--- src/rtl/mem_port_arbiter_if.sv ---
// Bundle of requester-side and memory-side signals around the unified memory port.
//   slave  : the arbiter's view (serves fetch/data requesters, drives the memory request)
//   master : the environment's view (requesters plus the memory itself)
interface mem_port_arbiter_if;
    logic        ireq_valid;
    logic [31:0] ireq_addr;
    logic        iresp_ok;
    logic [31:0] iresp_data;

    logic        dreq_valid;
    logic [31:0] dreq_addr;
    logic        dreq_write;
    logic [3:0]  dreq_strobe;
    logic [31:0] dreq_wdata;
    logic        dresp_ok;
    logic [31:0] dresp_data;

    logic        mreq_valid;
    logic [31:0] mreq_addr;
    logic        mreq_write;
    logic [3:0]  mreq_strobe;
    logic [31:0] mreq_wdata;
    logic        mresp_ok;
    logic [31:0] mresp_data;

    modport slave (
        input  ireq_valid, ireq_addr,
        output iresp_ok, iresp_data,
        input  dreq_valid, dreq_addr, dreq_write, dreq_strobe, dreq_wdata,
        output dresp_ok, dresp_data,
        output mreq_valid, mreq_addr, mreq_write, mreq_strobe, mreq_wdata,
        input  mresp_ok, mresp_data
    );

    modport master (
        output ireq_valid, ireq_addr,
        input  iresp_ok, iresp_data,
        output dreq_valid, dreq_addr, dreq_write, dreq_strobe, dreq_wdata,
        input  dresp_ok, dresp_data,
        input  mreq_valid, mreq_addr, mreq_write, mreq_strobe, mreq_wdata,
        output mresp_ok, mresp_data
    );
endinterface

--- src/rtl/mem_port_arbiter.sv ---
// Shares the single memory port of the multi-cycle MIPS core between instruction fetch
// and data access. Registered-grant FSM, responses routed to the grant owner, plus a
// watchdog that force-completes transactions the memory never acknowledges.
// Build option: define MEM_ARB_RR_EN for round-robin arbitration on simultaneous
// requests; otherwise data always beats fetch.
//
// state  | meaning
// IDLE   | no transaction; arbitrates and latches the winner's request
// BUSY_I | fetch request presented to memory, waiting for mresp_ok or watchdog
// BUSY_D | data request presented to memory, waiting for mresp_ok or watchdog
module mem_port_arbiter #(
    parameter int TIMEOUT = 255
) (
    input  logic              clk,
    input  logic              reset,
    mem_port_arbiter_if.slave bus,
    output logic              busy,
    output logic              timeout_err
);
    typedef enum logic [1:0] {
        IDLE   = 2'd0,
        BUSY_I = 2'd1,
        BUSY_D = 2'd2
    } state_t;

    // Width stays at least 1 so TIMEOUT=0 (watchdog off) still elaborates.
    localparam int WD_W = (TIMEOUT > 0) ? $clog2(TIMEOUT + 1) : 1;
    localparam logic [WD_W-1:0] WD_LAST = (TIMEOUT > 0) ? WD_W'(TIMEOUT - 1) : '0;

    state_t          state;
    logic [WD_W-1:0] wd_cnt;
    logic            grant_d;
    logic            wd_expire;
    logic            done;

`ifdef MEM_ARB_RR_EN
    logic last_grant;   // 0 = fetch granted last, 1 = data granted last

    // On a tie the requester that did not win last time takes the port.
    always_comb begin
        grant_d = bus.dreq_valid && (!bus.ireq_valid || !last_grant);
    end
`else
    // Fixed priority: data wins whenever it is requesting.
    always_comb begin
        grant_d = bus.dreq_valid;
    end
`endif

    // Transaction ends on a memory ack, or on watchdog expiry when no ack arrives.
    always_comb begin
        wd_expire = 1'b0;
        if ((TIMEOUT != 0) && (state != IDLE) && (wd_cnt == WD_LAST) && !bus.mresp_ok)
            wd_expire = 1'b1;
        done = (state != IDLE) && (bus.mresp_ok || wd_expire);
    end

    // Route the completion to the owner only; a forced completion returns zero data.
    always_comb begin
        bus.iresp_ok   = 1'b0;
        bus.iresp_data = '0;
        bus.dresp_ok   = 1'b0;
        bus.dresp_data = '0;
        if (!reset && done) begin
            if (state == BUSY_I) begin
                bus.iresp_ok   = 1'b1;
                bus.iresp_data = bus.mresp_ok ? bus.mresp_data : 32'h0;
            end else if (state == BUSY_D) begin
                bus.dresp_ok   = 1'b1;
                bus.dresp_data = bus.mresp_ok ? bus.mresp_data : 32'h0;
            end
        end
    end

    // Grant FSM with registered memory request, busy flag, watchdog and sticky error.
    always_ff @(posedge clk) begin
        if (reset) begin
            state           <= IDLE;
            bus.mreq_valid  <= 1'b0;
            bus.mreq_addr   <= '0;
            bus.mreq_write  <= 1'b0;
            bus.mreq_strobe <= '0;
            bus.mreq_wdata  <= '0;
            busy            <= 1'b0;
            timeout_err     <= 1'b0;
            wd_cnt          <= '0;
`ifdef MEM_ARB_RR_EN
            last_grant      <= 1'b0;
`endif
        end else begin
            case (state)
                IDLE: begin
                    if (bus.ireq_valid || bus.dreq_valid) begin
                        if (grant_d) begin
                            state           <= BUSY_D;
                            bus.mreq_addr   <= bus.dreq_addr;
                            bus.mreq_write  <= bus.dreq_write;
                            bus.mreq_strobe <= bus.dreq_strobe;
                            bus.mreq_wdata  <= bus.dreq_wdata;
                        end else begin
                            state           <= BUSY_I;
                            bus.mreq_addr   <= bus.ireq_addr;
                            bus.mreq_write  <= 1'b0;
                            bus.mreq_strobe <= '0;
                            bus.mreq_wdata  <= '0;
                        end
                        bus.mreq_valid <= 1'b1;
                        busy           <= 1'b1;
                        wd_cnt         <= '0;
`ifdef MEM_ARB_RR_EN
                        last_grant     <= grant_d;
`endif
                    end
                end
                BUSY_I, BUSY_D: begin
                    if (done) begin
                        state          <= IDLE;
                        bus.mreq_valid <= 1'b0;
                        busy           <= 1'b0;
                        if (wd_expire)
                            timeout_err <= 1'b1;
                    end else begin
                        wd_cnt <= wd_cnt + WD_W'(1);
                    end
                end
                default: begin
                    state          <= IDLE;
                    bus.mreq_valid <= 1'b0;
                    busy           <= 1'b0;
                end
            endcase
        end
    end
endmodule
--- src/flat_wrapper.sv ---
// flat-port wrapper written by rule: the top's interface ports become plain ports
module mem_port_arbiter_flat 
#(
    parameter int TIMEOUT = 255
)
  (clk, reset, busy, timeout_err, bus_ireq_valid, bus_ireq_addr, bus_iresp_ok, bus_iresp_data, bus_dreq_valid, bus_dreq_addr, bus_dreq_write, bus_dreq_strobe, bus_dreq_wdata, bus_dresp_ok, bus_dresp_data, bus_mreq_valid, bus_mreq_addr, bus_mreq_write, bus_mreq_strobe, bus_mreq_wdata, bus_mresp_ok, bus_mresp_data);
  mem_port_arbiter_if bus_i ();
  input  logic clk;
  input  logic reset;
  output logic busy;
  output logic timeout_err;
  input wire logic [$bits(bus_i.ireq_valid)-1:0] bus_ireq_valid;
  input wire logic [$bits(bus_i.ireq_addr)-1:0] bus_ireq_addr;
  output wire logic [$bits(bus_i.iresp_ok)-1:0] bus_iresp_ok;
  output wire logic [$bits(bus_i.iresp_data)-1:0] bus_iresp_data;
  input wire logic [$bits(bus_i.dreq_valid)-1:0] bus_dreq_valid;
  input wire logic [$bits(bus_i.dreq_addr)-1:0] bus_dreq_addr;
  input wire logic [$bits(bus_i.dreq_write)-1:0] bus_dreq_write;
  input wire logic [$bits(bus_i.dreq_strobe)-1:0] bus_dreq_strobe;
  input wire logic [$bits(bus_i.dreq_wdata)-1:0] bus_dreq_wdata;
  output wire logic [$bits(bus_i.dresp_ok)-1:0] bus_dresp_ok;
  output wire logic [$bits(bus_i.dresp_data)-1:0] bus_dresp_data;
  output wire logic [$bits(bus_i.mreq_valid)-1:0] bus_mreq_valid;
  output wire logic [$bits(bus_i.mreq_addr)-1:0] bus_mreq_addr;
  output wire logic [$bits(bus_i.mreq_write)-1:0] bus_mreq_write;
  output wire logic [$bits(bus_i.mreq_strobe)-1:0] bus_mreq_strobe;
  output wire logic [$bits(bus_i.mreq_wdata)-1:0] bus_mreq_wdata;
  input wire logic [$bits(bus_i.mresp_ok)-1:0] bus_mresp_ok;
  input wire logic [$bits(bus_i.mresp_data)-1:0] bus_mresp_data;
  assign bus_i.ireq_valid = bus_ireq_valid;
  assign bus_i.ireq_addr = bus_ireq_addr;
  assign bus_iresp_ok = bus_i.iresp_ok;
  assign bus_iresp_data = bus_i.iresp_data;
  assign bus_i.dreq_valid = bus_dreq_valid;
  assign bus_i.dreq_addr = bus_dreq_addr;
  assign bus_i.dreq_write = bus_dreq_write;
  assign bus_i.dreq_strobe = bus_dreq_strobe;
  assign bus_i.dreq_wdata = bus_dreq_wdata;
  assign bus_dresp_ok = bus_i.dresp_ok;
  assign bus_dresp_data = bus_i.dresp_data;
  assign bus_mreq_valid = bus_i.mreq_valid;
  assign bus_mreq_addr = bus_i.mreq_addr;
  assign bus_mreq_write = bus_i.mreq_write;
  assign bus_mreq_strobe = bus_i.mreq_strobe;
  assign bus_mreq_wdata = bus_i.mreq_wdata;
  assign bus_i.mresp_ok = bus_mresp_ok;
  assign bus_i.mresp_data = bus_mresp_data;
  mem_port_arbiter #(.TIMEOUT(TIMEOUT)) u_core (.clk(clk), .reset(reset), .bus(bus_i), .busy(busy), .timeout_err(timeout_err));
endmodule
--- config.mk ---
export PLATFORM = sky130hd
export DESIGN_NAME = mem_port_arbiter_flat
export DESIGN_NICKNAME = d
export VERILOG_FILES = /design/src/rtl/mem_port_arbiter_if.sv /design/src/rtl/mem_port_arbiter.sv /design/src/flat_wrapper.sv
export SDC_FILE = /design/constraint.sdc
export NUM_CORES = 1
export LEC_CHECK = 0
export BUFFER_PORTS_ARGS = -buffer_cell sky130_fd_sc_hd__buf_2
export CORE_AREA = 2 2 107 109
export DETAILED_ROUTE_END_ITERATION = 12
export DIE_AREA = 0 0 109 111
export PLACE_DENSITY = 0.76
export SYNTH_ARGS = -nofsm -noshare
export SYNTH_HDL_FRONTEND = slang
export SYNTH_SLANG_ARGS = --single-unit
--- constraint.sdc ---
create_clock -name clk -period 5.05 [get_ports clk]
set_clock_uncertainty 0.2 [all_clocks]
set_input_delay 0.7575 -clock clk [delete_from_list [all_inputs] [get_ports clk]]
set_output_delay 0.7575 -clock clk [all_outputs]
set_load 0.01 [all_outputs]
# Word level (Yosys, flattened, before mapping)
# Index checks and enable logic that the tools add are counted.
[word_totals]
ff_bits = 81
inputBits = 138
output_inout_bits = 138
wordCells = 57
[op_classes]
add_sub_neg = 1
eq_ne = 6
muxes = 26
reduce_logical = 16
[op_table]
columns = ["cell", "n"]
rows = [
  ["$mux 32", 8],
  ["$mux 8", 2],
  ["$pmux 8 s2", 1],
  ["$mux 1", 9],
  ["$add 8x1->8 const B", 1],
  ["$eq 8x8->1 const B", 1],
  ["$mux 2", 3],
  ["$reduce_and 3->1", 2],
  ["$logic_and 1x1->1", 4],
  ["$mux 4", 1],
  ["$ne 2x1->1 const B", 2],
  ["$pmux 2 s2", 1],
  ["$reduce_and 2->1", 2],
  ["$reduce_bool 2->1", 2],
  ["$eq 2x1->1 const B", 1],
  ["$eq 2x2->1 const B", 1],
  ["$logic_not 1->1", 2],
  ["$logic_not 2->1", 1],
  ["$logic_or 1x1->1", 2],
  ["$ne 2x2->1 const B", 1],
  ["$pmux 1 s2", 1],
  ["$reduce_or 2->1", 1],
]

# Logic depth before layout (Yosys ltp)
[depth]
word_depth = 8
depth_mapped = 8
mapped_depth_nobuf = 6

# Worst setup path after synthesis
# Ideal clock, no wire load.
[synth_timing]
kind = "input to output"
startpoint = "in reset"
endpoint = "out bus_dresp_data[10]"
arrival_time_ns = 1.618
required_ns = 4.093
path_slack_ns = 2.474
cell_stages = 5
n_path_buf = 1
path_cell_list = "nor2_1 > nand2_1 > nor3_1 > clkbuf_1 > and2_1"
[synth_between]
elab_chain_cells = 3
[synth_lines]
columns = ["item", "line_no", "text"]
rows = [
  ["start: declaration", "flat_wrapper.sv:9", "input logic reset;"],
  ["$logic_not 1->1", "mem_port_arbiter.sv:64", "if (!reset && done) begin"],
  ["$logic_and 1x1->1", "mem_port_arbiter.sv:64", ""],
  ["$mux 32", "mem_port_arbiter.sv:64", ""],
  ["end: declaration", "flat_wrapper.sv:22", "output wire logic [$bits(bus_i.dresp_data)-1:0] bus_dresp_data;"],
]
# No other way between the ends.

# Final worst setup path
[layout_timing]
startpoint = "reg u_core.state[0]"
endpoint = "out bus_iresp_data[27]"
[layout_between]
elab_chain_cells = 8
elab_cells_between_ends = 10
cone_classes = "1 x eq/ne; 3 x mux; 6 x reduce/logical"
[layout_lines]
columns = ["item", "line_no", "text"]
rows = [
  ["start: declaration", "mem_port_arbiter.sv:30", "state_t state;"],
  ["start signal: assignment", "mem_port_arbiter.sv:78", "state <= IDLE;"],
  ["start signal: assignment", "mem_port_arbiter.sv:95", "state <= BUSY_D;"],
  ["start signal: assignment", "mem_port_arbiter.sv:101", "state <= BUSY_I;"],
  ["$reduce_bool 2->1", "mem_port_arbiter.sv:53, mem_port_arbiter.sv:55", ""],
  ["$logic_and 1x1->1 (2 in a row)", "mem_port_arbiter.sv:53", "if ((TIMEOUT != 0) && (state != IDLE) && (wd_cnt == WD_LAST) && !bus.mresp_ok)"],
  ["$mux 1", "mem_port_arbiter.sv:53", ""],
  ["$logic_or 1x1->1", "mem_port_arbiter.sv:55", "done = (state != IDLE) && (bus.mresp_ok || wd_expire);"],
  ["$logic_and 1x1->1", "mem_port_arbiter.sv:55", ""],
  ["$logic_and 1x1->1", "mem_port_arbiter.sv:64", ""],
  ["$mux 32 *", "mem_port_arbiter.sv:64", ""],
  ["end: declaration", "flat_wrapper.sv:15", "output wire logic [$bits(bus_i.iresp_data)-1:0] bus_iresp_data;"],
]
# Every way passes the cells marked *; elsewhere a longest branch is shown, timed or not.

==> metrics.txt <==
# H-tree levels 3; # fillers 1127; Post-synth EDFFs 0; GR Overflow Total 0; worst min-delay path class reg2reg; Async SR Flop Fraction 0; Synth Area in Simple Gates 0.2256; status finished clean; cell area after synthesis 0.003721 mm2; Initial Utilization 0.3359; initial antenna violation count 1; Via Count 3838; Slew @ Worst Pin 0.7818 ns; Setup violations, final 0; Compound-Gate Fraction of Synth Area 0.1806; M1 GR Usage 0.1918; clk sinks between 80 and 90; gpl congestion 0.7455; RSZ-0062 raised after global routing false; Routed Antenna Nets 0; DP HPWL ~8.3 mm; DIE HEIGHT 111 um; max incr delay on CP 0.68 ns; most frequent cells in the layout buf_2, dfxtp_1, nor2_1; Post-route DRC 0; WL per Instance between 10 and 15 um; Final Cycle Share 0.6669; Synth Flop Type dfxtp_1; syn_nets about 570; final hold violation count 0; Synth Area in XOR/XNOR 0.004707; largest net degree at the start of global routing 77; Setup crit end kind output pin; number of hold buffers added after CTS 0; synth unique cells 38; post-synthesis mux area share 0.08608; Clk Latency, worst-skew pair approximately 0.33 ns; Power Total ~0.0021 W; critical path's slowest cell and3_1; setup_tns 0 ns; # port buffers 275; WS Path Type reg2out; Peak VDD IR approximately 0.22 mV; TritonCTS clock tree done; Die ar. about 0.012 mm2; Mapped Cells 422; PwrDens around 390 mW/mm2; Routed WL 10.77 mm; #FFs+latches synth 81; Max Slew Vio Count 0; Critical R2R Launch u_core.state[1]; initial DRC count 230; GRT met3 Usage 0.04174; Die X 109 um; Rel. slew slack 0.4788; Clock Tree Buf Depth 2; Std-Cell Rows 39; Crit Path Max Fanout 32; WP data required 4.09 ns; CP Capture Point bus_iresp_data[27]; fraction of layout cells with a size suffix above 1 0.4376; CTS Buf Count 9; min Tclk post-route approximately 3.4 ns; most common cell after layout, fill and taps aside buf_2; Final #Nets a little over 800; Post-CTS Setup Bufs 0; vias per cell 4.652; GRT Max-Usage Layer met2; maximum operating frequency 296.9 MHz; GRT met2 Usage 0.3159; placed cell area 0.005161 mm2; TritonRoute pass-1 iters 4; worst setup path start u_core.state[0]; core area 0.01108 mm2; Total GRT Usage 0.1742; cell area after layout 0.005468 mm2; first-pass GRT wire length 16.74 mm; Leakage slightly below 3 nW; post-CTS resize count 0; post-synthesis sequential area ratio 0.4358; R2R depth 6; max-cap violations 0; Root Buffer clkbuf_16; clk slew on worst S/H paths 0.06 ns; syn avg cell area 8.818 um2; reg2reg setup slack between 2 and 2.5 ns; Startpoint Class flop; vias in the first global route 3503; CP arrival 2.41 ns; CP Cell Sequence inv_1 > ha_1 > nor2_1 > and3_1 > and2_1 > buf_2; YS warnings 0; num ports 276; largest family of logic cells by synthesized area simple AND/OR/NAND/NOR gates; Post-Synth Adder-Cell Area 0.01681; Critical R2R Capture u_core.wd_cnt[5]; Layout area overhead 46.94%
stage by stage:
stage | std cells | utilization | setup WS, ns | hold slack [ns]
floorplan | 422 | - | 2.474 | 0.2662
global placement | 810 | 0.4659 | 2.053 | 0.2512
detailed placement | 810 | 0.4659 | 1.981 | 0.2528
CTS | 824 | 0.4934 | 1.668 | 0.2660
global route | 825 | 0.4936 | 1.457 | 0.2950
finish | 825 | 0.4936 | 1.682 | 0.2613
layer usage:
metal  vias up  routed length [um]  part of all wire
met1      1680                4106              0.38
met2       162                5613              0.52
met4         0                 213             0.020
li1       1982                   -                 -
met3        14                 836             0.078
met5         -                   0                 0
worst max-delay path, delay by kind of cell (launching register included):
family                     cells  cell delay (ns)
adders and majority gates      1             0.32
buffers and inverters          2             0.21
DFF                            1             0.38
and+or+nand+nor                3             1.16
cells by family after synthesis:
| kind of cell | Yosys count |
|---|---|
| adders and majority gates | 5 |
| DFF | 81 |
| AOI/OAI and AO/OA | 92 |
| xor gates and xnor gates | 2 |
| buffers and inverters | 42 |
| and+or+nand+nor | 168 |
| muxes | 32 |
flip-flops by register name, indices dropped and copies added (netlist names):
signal	count
u_core.bus.mreq_addr	32
u_core.bus.mreq_strobe	4
u_core.bus.mreq_valid	1
u_core.bus.mreq_wdata	32
u_core.bus.mreq_write	1
u_core.state	2
u_core.timeout_err	1
u_core.wd_cnt	8
power breakdown:
part,internal [W],switching [W]
logic,0.000270,0.000400
clock network,0.000417,0.000238
registers,0.000758,0.0000616
worst min path at each step:
stage	from	end	slack (ns)	cells after the start
2_1_floorplan	u_core.state[0]	u_core.state[0]	0.27	2
3_3_place_gp	u_core.timeout_err	u_core.timeout_err	0.25	2
3_5_place_dp	u_core.timeout_err	u_core.timeout_err	0.25	2
4_1_cts	u_core.timeout_err	u_core.timeout_err	0.27	2
5_1_grt	u_core.timeout_err	u_core.timeout_err	0.29	2
6_report	u_core.timeout_err	u_core.timeout_err	0.26	2
layout make-up:
type	count	area, um2	share of cell area
clock inverters	2	37.54	0.006865
repair buffers	280	1414	0.2586
well taps	143	178.9	0.03272
multi-input cells	299	1921	0.3513
inverters	7	26.28	0.004805
flip-flops and latches	81	1622	0.2966
clock buffers	12	266.5	0.04874
diodes	1	2.502	0.0004577
synthesized netlist by cell type (all sizes together), types with 2 or more instances:
library cell  instances  area, um2
a211oi               32      240.2
dfxtp                81       1622
nor2                 79      296.5
or3                   4      25.02
o21ai                 5      25.02
nand4                 2      12.51
a22oi                38      285.3
o22ai                 2      12.51
clkbuf               20      75.07
inv                   7      26.28
o221ai                2      17.52
a21oi                 7      35.03
ha                    5      62.56
buf                  15      86.33
nand3                 2      10.01
o21a                  2      22.52
and2                 66      412.9
nand2                 5      18.77
nor3                  3      15.01
mux2i                32      320.3
Power figures use the tool's default switching activity.
